$ cat config.mk
export PLATFORM = sky130hd
export DESIGN_NAME = lpf_threshold_trigger
export DESIGN_NICKNAME = d
export VERILOG_FILES = /design/src/rtl/lpf_threshold_trigger.sv
export SDC_FILE = /design/constraint.sdc
export NUM_CORES = 1
export LEC_CHECK = 0
export ABC_CLOCK_PERIOD_IN_PS = 9000
export BUFFER_PORTS_ARGS = -buffer_cell sky130_fd_sc_hd__buf_2
export CAP_MARGIN = 30
export CELL_PAD_IN_SITES_DETAIL_PLACEMENT = 0
export CELL_PAD_IN_SITES_GLOBAL_PLACEMENT = 1
export CORE_UTILIZATION = 44
export DETAILED_ROUTE_END_ITERATION = 10
export GPL_ROUTABILITY_DRIVEN = 0
export PLACE_DENSITY_LB_ADDON = 0.1
export SYNTH_ARGS = -nofsm -noshare
export SYNTH_HDL_FRONTEND = slang
export SYNTH_SLANG_ARGS = --single-unit
$ cat constraint.sdc
create_clock -name clock_in -period 9 [get_ports clock_in]
set_input_delay 0.9 -clock clock_in [delete_from_list [all_inputs] [get_ports clock_in]]
set_output_delay 0.9 -clock clock_in [all_outputs]
set_load 0.1 [all_outputs]
$ cat src/rtl/lpf_threshold_trigger.sv
// lpf_threshold_trigger: hysteretic, debounced threshold comparator on a sporadically
// updated filter output, with a holdoff-gated one-cycle trigger on each qualified rise.
module lpf_threshold_trigger #(
    parameter int HOLDOFF_W = 16,
    parameter int CONF_W    = 8
) (
    input  logic                 clock_in,
    input  logic                 reset,
    input  logic                 enable,
    input  logic [27:0]          signal_in,
    input  logic [27:0]          thr_high,
    input  logic [27:0]          thr_low,
    input  logic [CONF_W-1:0]    confirm,
    input  logic [HOLDOFF_W-1:0] holdoff,
    output logic                 sample_valid,
    output logic                 level_out,
    output logic                 trig_pulse,
    output logic                 cfg_err,
    output logic [1:0]           state
);
    typedef enum logic [1:0] {
        S_LOW  = 2'd0,
        S_RISE = 2'd1,
        S_HIGH = 2'd2,
        S_FALL = 2'd3
    } state_t;

    state_t                state_q, state_d;
    logic [27:0]           sig_q, sig_d;
    logic                  sv_q, sv_d;
    logic [CONF_W-1:0]     cnt_q, cnt_d;
    logic [HOLDOFF_W-1:0]  hold_q, hold_d;
    logic                  trig_q, trig_d;
    logic                  cfg_err_q, cfg_err_d;
    logic [CONF_W-1:0]     conf_eff, cnt_inc;
    logic                  above, below;

    always_comb begin
        conf_eff  = (confirm == '0) ? CONF_W'(1) : confirm;
        cnt_inc   = (cnt_q == '1) ? cnt_q : cnt_q + 1'b1;
        above     = $signed(sig_q) > $signed(thr_high);
        below     = $signed(sig_q) < $signed(thr_low);
        sig_d     = sig_q;
        sv_d      = 1'b0;
        state_d   = state_q;
        cnt_d     = cnt_q;
        hold_d    = hold_q;
        trig_d    = 1'b0;
        cfg_err_d = $signed(thr_low) > $signed(thr_high);
        if (enable) begin
            sig_d  = signal_in;
            sv_d   = signal_in != sig_q;
            hold_d = (hold_q != '0) ? hold_q - 1'b1 : hold_q;
            if (cfg_err_q) begin
                state_d = S_LOW;
                cnt_d   = '0;
            end else if (sv_q) begin
                unique case (state_q)
                    S_LOW: if (above) begin
                        state_d = (conf_eff == CONF_W'(1)) ? S_HIGH : S_RISE;
                        cnt_d   = (conf_eff == CONF_W'(1)) ? '0 : CONF_W'(1);
                    end
                    S_RISE: begin
                        // >= lets a confirm lowered mid-pend finish on the next sample
                        state_d = !above ? S_LOW : (cnt_inc >= conf_eff) ? S_HIGH : S_RISE;
                        cnt_d   = (above && cnt_inc < conf_eff) ? cnt_inc : '0;
                    end
                    S_HIGH: if (below) begin
                        state_d = (conf_eff == CONF_W'(1)) ? S_LOW : S_FALL;
                        cnt_d   = (conf_eff == CONF_W'(1)) ? '0 : CONF_W'(1);
                    end
                    S_FALL: begin
                        state_d = !below ? S_HIGH : (cnt_inc >= conf_eff) ? S_LOW : S_FALL;
                        cnt_d   = (below && cnt_inc < conf_eff) ? cnt_inc : '0;
                    end
                endcase
            end
            if (!state_q[1] && state_d == S_HIGH && hold_q == '0) begin
                trig_d = 1'b1;
                hold_d = holdoff;
            end
        end
    end

    always_ff @(posedge clock_in) begin
        if (reset) begin
            state_q   <= S_LOW;
            sig_q     <= '0;
            sv_q      <= 1'b0;
            cnt_q     <= '0;
            hold_q    <= '0;
            trig_q    <= 1'b0;
            cfg_err_q <= 1'b0;
        end else begin
            state_q   <= state_d;
            sig_q     <= sig_d;
            sv_q      <= sv_d;
            cnt_q     <= cnt_d;
            hold_q    <= hold_d;
            trig_q    <= trig_d;
            cfg_err_q <= cfg_err_d;
        end
    end

    assign sample_valid = sv_q;
    assign level_out    = state_q[1] & ~cfg_err_q;
    assign trig_pulse   = trig_q;
    assign cfg_err      = cfg_err_q;
    assign state        = state_q;
endmodule

==> impl_results.md, run 1 <==
* Clk_skew at 8.63 ps
* Setup slack at placement at a little under 5000 ps
* Post-CTS Setup Inserts at 0
* Share of cells above drive strength 1 at 20.4%
* YS warnings at 0
* Root buffer cell: clkbuf_16
* Setup ws final at just over 5000 ps
* Wirelength per Cell at 15.2 um
* Worst Tran Pin Value at 977 ps
* Final period util at 43.6%
* Non-filler instance count after layout at about 930
* Multi-input gate area in the final layout at 3840 um^2
* CP cell instances: ha_1, nand2_1, nor2_1, nand2_1, nand2b_1, inv_1, nand3_1, xnor2_1, ha_1, a21oi_1, o21a_1, nand2_1, a21oi_1, nor4_4, a31oi_4, or2b_4, or4_2, a21oi_1
* Fill cell count at 1,137
* CORE AREA at about 12,000 um^2
* Vias in the first global route at 4,731
* Global-route wire length before repair at around 23,000 um
* Mapped Cells at around 660
* Total Neg Setup Slack at 0 ps
* Crit path buffers/inverters at 1
* RSZ-0062 raised after global routing: false
* #FFs+latches synth at 57
* Fmax at 255 MHz
* Die Y at between 100 and 150 um
* R2R setup slack at 5070 ps
* Hold crit path type: flop to flop
* VDD IR max at about 0.00012 V
* Layout Nets at about 980
* Layout Utilization at a little over half
* Largest net degree at the start of global routing at between 50 and 60
* Diode count at 0
* TritonCTS clock tree: yes
* Mapped Area at between 5000 and 6000 um^2
* Netlist cell types at 66
* DRC errors left at 0
* GRT Total Usage at 22.7%
* Die area at roughly 13,000 um^2
* Register area share after synthesis at a little over a fifth
* Top FF cell, synth: dfxtp_1
* Synth area leader: ha_1
* Clock tree buffer depth at 2
* DIE WIDTH at approximately 110 um
* WP data arrival at 4190 ps
* PD cells at 185 nW/um^2
* Crit path max-delay cell type: or4_2
* FP Rows at 40
* Mapped Nets at 867
* Crit path time final at 3930 ps
* Crit-path max cell delay at between 600 and 700 ps
* Worst Setup Path Type: flop to flop
* CP Capture Type: flop
* MaxCap Viol Count at 0
* Syn_area_per_cell at 8.13 um^2
* Slew HR at 34.2%
* Top cells by area, synth: ha_1 (22%), dfxtp_1 (21%), mux2i_1 (6.5%), inv_1 (5.6%), xnor2_1 (5.4%)
* Starting Density at about 45%
* Post-CTS sizing at 0
* Routed WL at roughly 14,000 um
* CTS Sinks at between 50 and 60
* CP required at 9260 ps
* Post-synthesis async set-or-reset flop share at 0%
* Clock transition at path regs at approximately 60 ps
* Number of synthesized flops with an enable pin at 0
* Hold Fails Final Rpt at 0
* Clock Latency Late Sink at around 330 ps
* Gr ovfl total at 0
* P_leak at 3.24 nW
* Routed vias at roughly 5k
* H-tree depth at 3
* Initial antenna violation count at 0
* Type of origin of the critical path: flop
* Dpl cells at about 900
* Pre-antenna DRT Iters at 4
* Area growth from synthesis to layout at 18.6%
* # port buffers at 116
* Initial DRC Count at 214
* Worst-path fanout max at 14
* I/O Pins at roughly 120
* HPWL after DPL at 11,600 um
* Num CTS Buffers at 9
* Reg area at between 1000 and 1500 um^2
* Vias/cell at 5.38
* Post-synth top area share at 21.6%
* Crit-path leading delay family: simple AND/OR/NAND/NOR gates
* Final Setup Violations at 0
* Final Max Tran Viols at 0
* Post-CTS Hold Buffers at 0
* ANT nets after route at 0
* Status: finished, final reports clean
[placed cells by master (no fill, tap or decap), drive strengths merged, types with 4 or more instances in the layout]
master and n:
o21ai 27, nor2b 5, nand2 46, inv 81
nor3 6, dfxtp 57, xnor2 33, o21a 8
or2 4, mux2i 35, buf 117, mux2 5
or3 6, ha 93, a21oi 47, a21o 14
nand3 15, clkbuf 12, nand4 31, nand2b 7
nor4 12, nor2 62, or4 6, a211oi 7
[power breakdown]
group	switching (W)	internal, W	total [W]
Sequential	0.0000461	0.000293	0.000339
Combinational	0.000260	0.000216	0.000476
Clock	0.000120	0.000250	0.000370
[cell type report]
cell class              count  share of cell area, %
clock buffers              12                   3.86
clock inverters             4                   1.19
inverters                  81                   4.76
multi-input cells         508                   60.1
flip-flops and latches     57                   17.8
well taps                 147                   2.88
repair buffers            117                   9.39
[registers in the layout, summed over array words and instances, names as in the netlist]
name / cells
hold_q: 16
cnt_q: 8
cfg_err: 1
sig_q: 28
state: 2
sample_valid: 1
trig_pulse: 1
[kinds of logic (layout without fill, tap and decap cells)]
group / after synthesis / after routing / synth area share, %
AOI/OAI and AO/OA: 135 / 135 / 16.7
xor gates and xnor gates: 33 / 33 / 5.36
adders and majority gates: 93 / 93 / 21.6
buffers and inverters: 98 / 214 / 7.55
DFF: 57 / 57 / 21.2
muxes: 40 / 40 / 7.62
and+or+nand+nor: 207 / 207 / 20.0
[worst register-to-register path: cells and delay by family, from the launching register on]
| family | cells | cell delay, ps |
|---|---|---|
| buf+inv | 1 | 90 |
| flops | 1 | 350 |
| compound gates | 5 | 650 |
| fa+ha+maj | 2 | 550 |
| simple gates | 9 | 2040 |
| xor+xnor | 1 | 170 |
[per-layer routing]
layer	share of wire [%]	track usage [%]	vias up
li1	-	-	2613
met1	52	32.4	2231
met2	43	35.8	119
met3	4.1	2.81	16
met4	1.3	6.58	0
met5	0	0	-
[through the flow]
step                hold slack [ps]  cell area [um^2]  total power, W
finish                          486              6390         0.00119
global route                    500              6390         0.00127
CTS                             486              6370         0.00119
detailed placement              475              6050        0.000818
global placement                474              6050        0.000803
floorplan                       454              5390        0.000724
[Yosys cell counts (all sizes together), types with 7 or more instances]
cell type and n:
clkbuf 7, o21a 8, mux2i 35, nand2b 7
nor2 62, a211oi 7, a21oi 47, nor4 12
ha 93, dfxtp 57, buf 10, a21o 14
o21ai 27, nand3 15, inv 81, nand4 31
nand2 46, xnor2 33
[final timing paths]
kind | startpoint | end | cells past startpoint
worst max-delay path | cnt_q[0] | hold_q[6] | 18
worst min-delay path | cnt_q[6] | cnt_q[6] | 1
worst max register to register | cnt_q[0] | hold_q[6] | 18
worst min register to register | cnt_q[6] | cnt_q[6] | 1
Note: power is estimated with default switching activity, not from simulation.
==> run 2: changes to the inputs <==
- ABC_CLOCK_PERIOD_IN_PS: 9000 -> 3400
- CORE_UTILIZATION: 44 -> 37
- clock period: 9 -> 3.4 ns (I/O delays scaled with it)
==> impl_results.md, run 2 (synthesis results as in run 1) <==
* Status: finished, final reports clean
* Highest-count cells in the layout ignoring fill and taps: buf_2 (116), ha_1 (92), inv_1 (80)
* MaxCap Viol Count at 0
* Setup slack at placement at -3.99 ps
* Worst Tran Pin Value at 649 ps
* Final Max Tran Viols at 0
* Clk_skew at 6.55 ps
* Type of origin of the critical path: flop
* Gr ovfl total at 0
* Reg-to-Reg Start: cnt_q[0]
* Root buffer cell: clkbuf_16
* DRC errors left at 0
* Initial antenna violation count at 0
* # port buffers at approximately 120
* Area growth from synthesis to layout at 23.9%
* Wirelength per Cell at ~16 um
* Clock Latency Late Sink at 340 ps
* H-tree depth at 3
* Initial DRC Count at 244
* Global-route wire length before repair at about 25,000 um
* Layout Utilization at 47.6%
* CP cell instances: ha_4, nand2_1, nor2_2, nand2_2, buf_6, nand3_1, xnor2_2, ha_1, nand4_1, nor2_2, a21oi_2, nor4_4, a31oi_4, or2b_4, or4_2, a21oi_2
* HPWL after DPL at approximately 13,000 um
* DIE WIDTH at roughly 120 um
* Worst Setup Path Type: flop to flop
* Largest net degree at the start of global routing at 31
* Pre-antenna DRT Iters at 4
* Die area at about 15,000 um^2
* Diode count at 0
* Worst-path fanout max at 4
* Setup ws final at ~130 ps
* CP Capture Type: flop
* TritonCTS clock tree: yes
* Routed vias at 5,109
* R2R setup slack at roughly 130 ps
* Reg2Reg Depth at 16
* CP Depth at 16
* Fmax at 305 MHz
* GRT Total Usage at a little over a fifth
* Slew HR at between 50% and 60%
* Clock transition at path regs at roughly 60 ps
* CORE AREA at between 10,000 and 15,000 um^2
* Starting Density at roughly two fifths
* Largest register FFs at 28
* Clock tree buffer depth at 2
* Share of cells above drive strength 1 at between 20% and 30%
* Routed WL at between 15,000 and 20,000 um
* WP data arrival at 3550 ps
* Crit-path max cell delay at 620 ps
* I/O Pins at about 120
* FP Rows at between 40 and 50
* Hold Path Sink: sig_q[18]
* Hold crit path type: input port to flop
* Hold path depth at 3
* Final period util at 96.3%
* Crit path time final at about 3300 ps
* PD cells at ~480 nW/um^2
* Crit-path leading delay family: simple AND/OR/NAND/NOR gates
* Vias/cell at between 5 and 6
* HP Start: signal_in[18]
* Crit path max-delay cell type: or4_2
* Commonest non-fill, non-tap cell in the layout: buf_2
* Post-CTS Hold Buffers at 0
* Die Y at ~120 um
* Vias in the first global route at 4,987
* ANT nets after route at 0
* Hold Fails Final Rpt at 0
* VDD IR max at 0.000296 V
* CTS Sinks at between 50 and 60
* Top reg by flops: sig_q
* Num CTS Buffers at 9
* Reg-to-Reg End: hold_q[6]
* CP required at 3670 ps
* Largest registers: sig_q (28), hold_q (16), cnt_q (8)
* Crit path buffers/inverters at 1
* P_leak at 3.38 nW
* Total Neg Setup Slack at 0 ps
* Final Setup Violations at 0
* Layout Nets at approximately 1.0k
* RSZ-0062 raised after global routing: true
* Fill cell count at between 1k and 1.5k
-- run 2: metal layers --
layer | track usage, % | wire length, um
met5 | 0 | 0
met4 | 8.69 | 264
met3 | 2.79 | 727
met2 | 34.2 | 6920
met1 | 29.4 | 7750
-- run 2: timing repair --
item,4_1_cts,5_1_grt
setup buffers,2,2
gates resized for setup,5,13
pin swaps,9,9
setup endpoints to repair,1,15
gates cloned,0,0
-- run 2: report_power, final --
part | internal (W) | switching (W) | leakage (nW) | total (W)
registers | 0.000774 | 0.000122 | 0.470 | 0.000896
logic | 0.000617 | 0.000732 | 2.77 | 0.00135
clock network | 0.000588 | 0.000351 | 0.141 | 0.000939
total | 0.00198 | 0.00121 | 3.38 | 0.00318
-- run 2: layout make-up --
class	instances	area [um^2]	area share [%]
clock buffers	10	239	3.58
clock inverters	6	66.3	0.993
inverters	81	304	4.55
multi-input cells	508	3900	58.3
flip-flops and latches	57	1150	17.2
well taps	180	225	3.37
repair buffers	145	802	12.0
-- run 2: worst max-delay path by stage --
stage                   from         to  slack, ps
floorplan           cnt_q[0]  hold_q[6]         -2
global placement    cnt_q[0]  hold_q[6]         60
detailed placement  cnt_q[0]  hold_q[6]         -4
CTS                 cnt_q[0]  hold_q[6]         40
global route        cnt_q[0]  hold_q[6]        -40
finish              cnt_q[0]  hold_q[6]        130
-- run 2: through the flow --
| stage | power [W] | cell area (um^2) | hold WS, ps | std cells |
|---|---|---|---|---|
| global placement | 0.00220 | 6290 | 476 | 968 |
| finish | 0.00318 | 6680 | 263 | 987 |
| CTS | 0.00320 | 6620 | 260 | 985 |
| global route | 0.00339 | 6680 | 279 | 987 |
| floorplan | 0.00192 | 5400 | 454 | 663 |
| detailed placement | 0.00224 | 6290 | 480 | 968 |
-- run 2: worst min-delay path, delay by kind of cell --
family,cells,cell delay (ps)
muxes,1,60
and+or+nand+nor,1,70
buffers and inverters,1,100
==> run 3: changes to the inputs <==
==> constraint.sdc (replaced) <==
create_clock -name clock_in -period 3.4 [get_ports clock_in]
set_input_delay 0.17 -clock clock_in [delete_from_list [all_inputs] [get_ports clock_in]]
set_output_delay 0.17 -clock clock_in [all_outputs]
set_load 0.1 [all_outputs]
==> impl_results.md, run 3 (synthesis results as in run 1) <==
* Status: finished, final reports clean
* Clock Latency Late Sink at 330 ps
* Vias/cell at around 5.2
* CORE AREA at between 10,000 and 15,000 um^2
* Die area at ~15,000 um^2
* P_leak at between 3 and 4 nW
* Global-route wire length before repair at 24,100 um
* Final Max Tran Viols at 0
* Gr ovfl total at 0
* H-tree depth at 3
* Met1 WL at roughly 7500 um
* Switching share of power at between 30% and 40%
* Worst-path fanout max at 13
* Diode count at 0
* Crit path time final at 3190 ps
* Clk_skew at around 8.6 ps
* Commonest non-fill, non-tap cell in the layout: buf_2
* Highest-count cells in the layout ignoring fill and taps: buf_2 (116), ha_1 (92), inv_1 (79)
* GRT Total Usage at a little over a fifth
* Hold crit path type: input port to flop
* Wire length on met3 at approximately 640 um
* Largest registers: sig_q (28), hold_q (16), cnt_q (8)
* CP required at approximately 3600 ps
* Total internal power at 0.00196 W
* Highest routed layer: met4
* Area growth from synthesis to layout at 23.0%
* HPWL after DPL at approximately 13,000 um
* Final Setup Violations at 0
* ANT nets after route at 0
* TritonCTS clock tree: yes
* Slew HR at between 60% and 70%
* CTS Sinks at 57
* Clock tree buffer depth at 2
* Hold_ws at 107 ps
* WP data arrival at between 3000 and 4000 ps
* DIE WIDTH at 123 um
* Final period util at a little over nine tenths
* Fmax at between 300 and 400 MHz
* Starting Density at approximately two fifths
* Met2 wire len at around 6900 um
* I/O Pins at between 100 and 150
* Pre-antenna DRT Iters at 4
* Routed vias at 5,096
* Num CTS Buffers at 9
* Setup slack at placement at roughly 85 ps
* Die Y at between 100 and 150 um
* Clock transition at path regs at 50 ps
* Share of cells above drive strength 1 at around a quarter
* Dpl cells at between 900 and 1k
* Wirelength per Cell at 15.5 um
* MaxCap Viol Count at 0
* Total Neg Setup Slack at 0 ps
* Type of origin of the critical path: flop
* PD cells at 469 nW/um^2
* FP Rows at between 40 and 50
* DRC errors left at 0
* Initial antenna violation count at 0
* Tot Pwr at ~0.0031 W
* Clk network pwr share at around 28%
* Root buffer cell: clkbuf_16
* # port buffers at around 120
* VDD IR max at between 0.0002 and 0.0003 V
* Logic pwr share at between 40% and 50%
* Largest register FFs at 28
* Flop pwr share at 28.9%
* CP Capture Type: flop
* Hold Fails Final Rpt at 0
* Layout Nets at approximately 1.0k
* Post-CTS Hold Buffers at 0
* Non-filler instance count after layout at 980
* Setup ws final at between 200 and 250 ps
* Top reg by flops: sig_q
* Routed WL at between 15,000 and 20,000 um
* Initial DRC Count at 249
* P_sw at between 0.001 and 0.0015 W
* Largest net degree at the start of global routing at 51
* Worst Setup Path Type: flop to flop
* Worst Tran Pin Value at 586 ps
* Vias in the first global route at 4,972
run 3: area by class of cell:
type / count / area (um^2)
Clock buffer: 12 / 236
Clock inverter: 3 / 42.5
Fill cell: 1414 / 7420
Inverter: 81 / 304
Multi-Input combinational cell: 508 / 3910
Sequential cell: 57 / 1150
Tap cell: 180 / 225
Timing Repair Buffer: 139 / 757
run 3: critical path, cell delays in order (launching register included):
cell      delay [ps]
dfxtp_2          330
ha_4             160
nand2_2           70
nor2_2            40
nand2_2          120
nand2b_4          60
inv_2             60
nand3_2           90
xnor2_2          150
ha_1             300
a21oi_1           60
o21a_1           190
nand2_1           80
a21oi_2           60
nor4_4           290
a31oi_4          140
or2b_4           270
buf_4            190
o311ai_0         280
o41ai_1          120
run 3: worst paths after layout:
path / to / startpoint / cells after the start / slack [ps]
hold / removal: sig_q[17] / signal_in[17] / 3 / 110
hold reg to reg: cnt_q[6] / cnt_q[6] / 1 / 480
setup reg to reg: hold_q[10] / cnt_q[1] / 19 / 210
setup / recovery: hold_q[10] / cnt_q[1] / 19 / 210
run 3: per-layer routing:
layer  global-route usage (%)  vias to the layer above
met5                        0                        -
met1                     28.3                     2334
li1                         -                     2643
met2                     34.3                      110
met3                     3.35                        9
met4                     5.95                        0
run 3: repair_timing:
action | in CTS | in global routing
buffers inserted | 0 | 4
endpoints found under the setup margin | 0 | 14
gates resized for setup | 0 | 24
run 3: power groups by stage:
stage | combinational (W) | sequential [W] | clock [W]
5_1_grt | 0.00150 | 0.000914 | 0.000911
3_3_place_gp | 0.00130 | 0.000901 | 0
4_1_cts | 0.00133 | 0.000895 | 0.000883
3_5_place_dp | 0.00132 | 0.000908 | 0
6_report | 0.00135 | 0.000897 | 0.000864
2_1_floorplan | 0.00103 | 0.000885 | 0
run 3: per-stage QoR:
| step | area (um^2) | utilization (%) |
|---|---|---|
| floorplan | 5400 | - |
| global placement | 6240 | 44.4 |
| detailed placement | 6240 | 44.4 |
| CTS | 6520 | 46.4 |
| global route | 6630 | 47.2 |
| finish | 6630 | 47.2 |
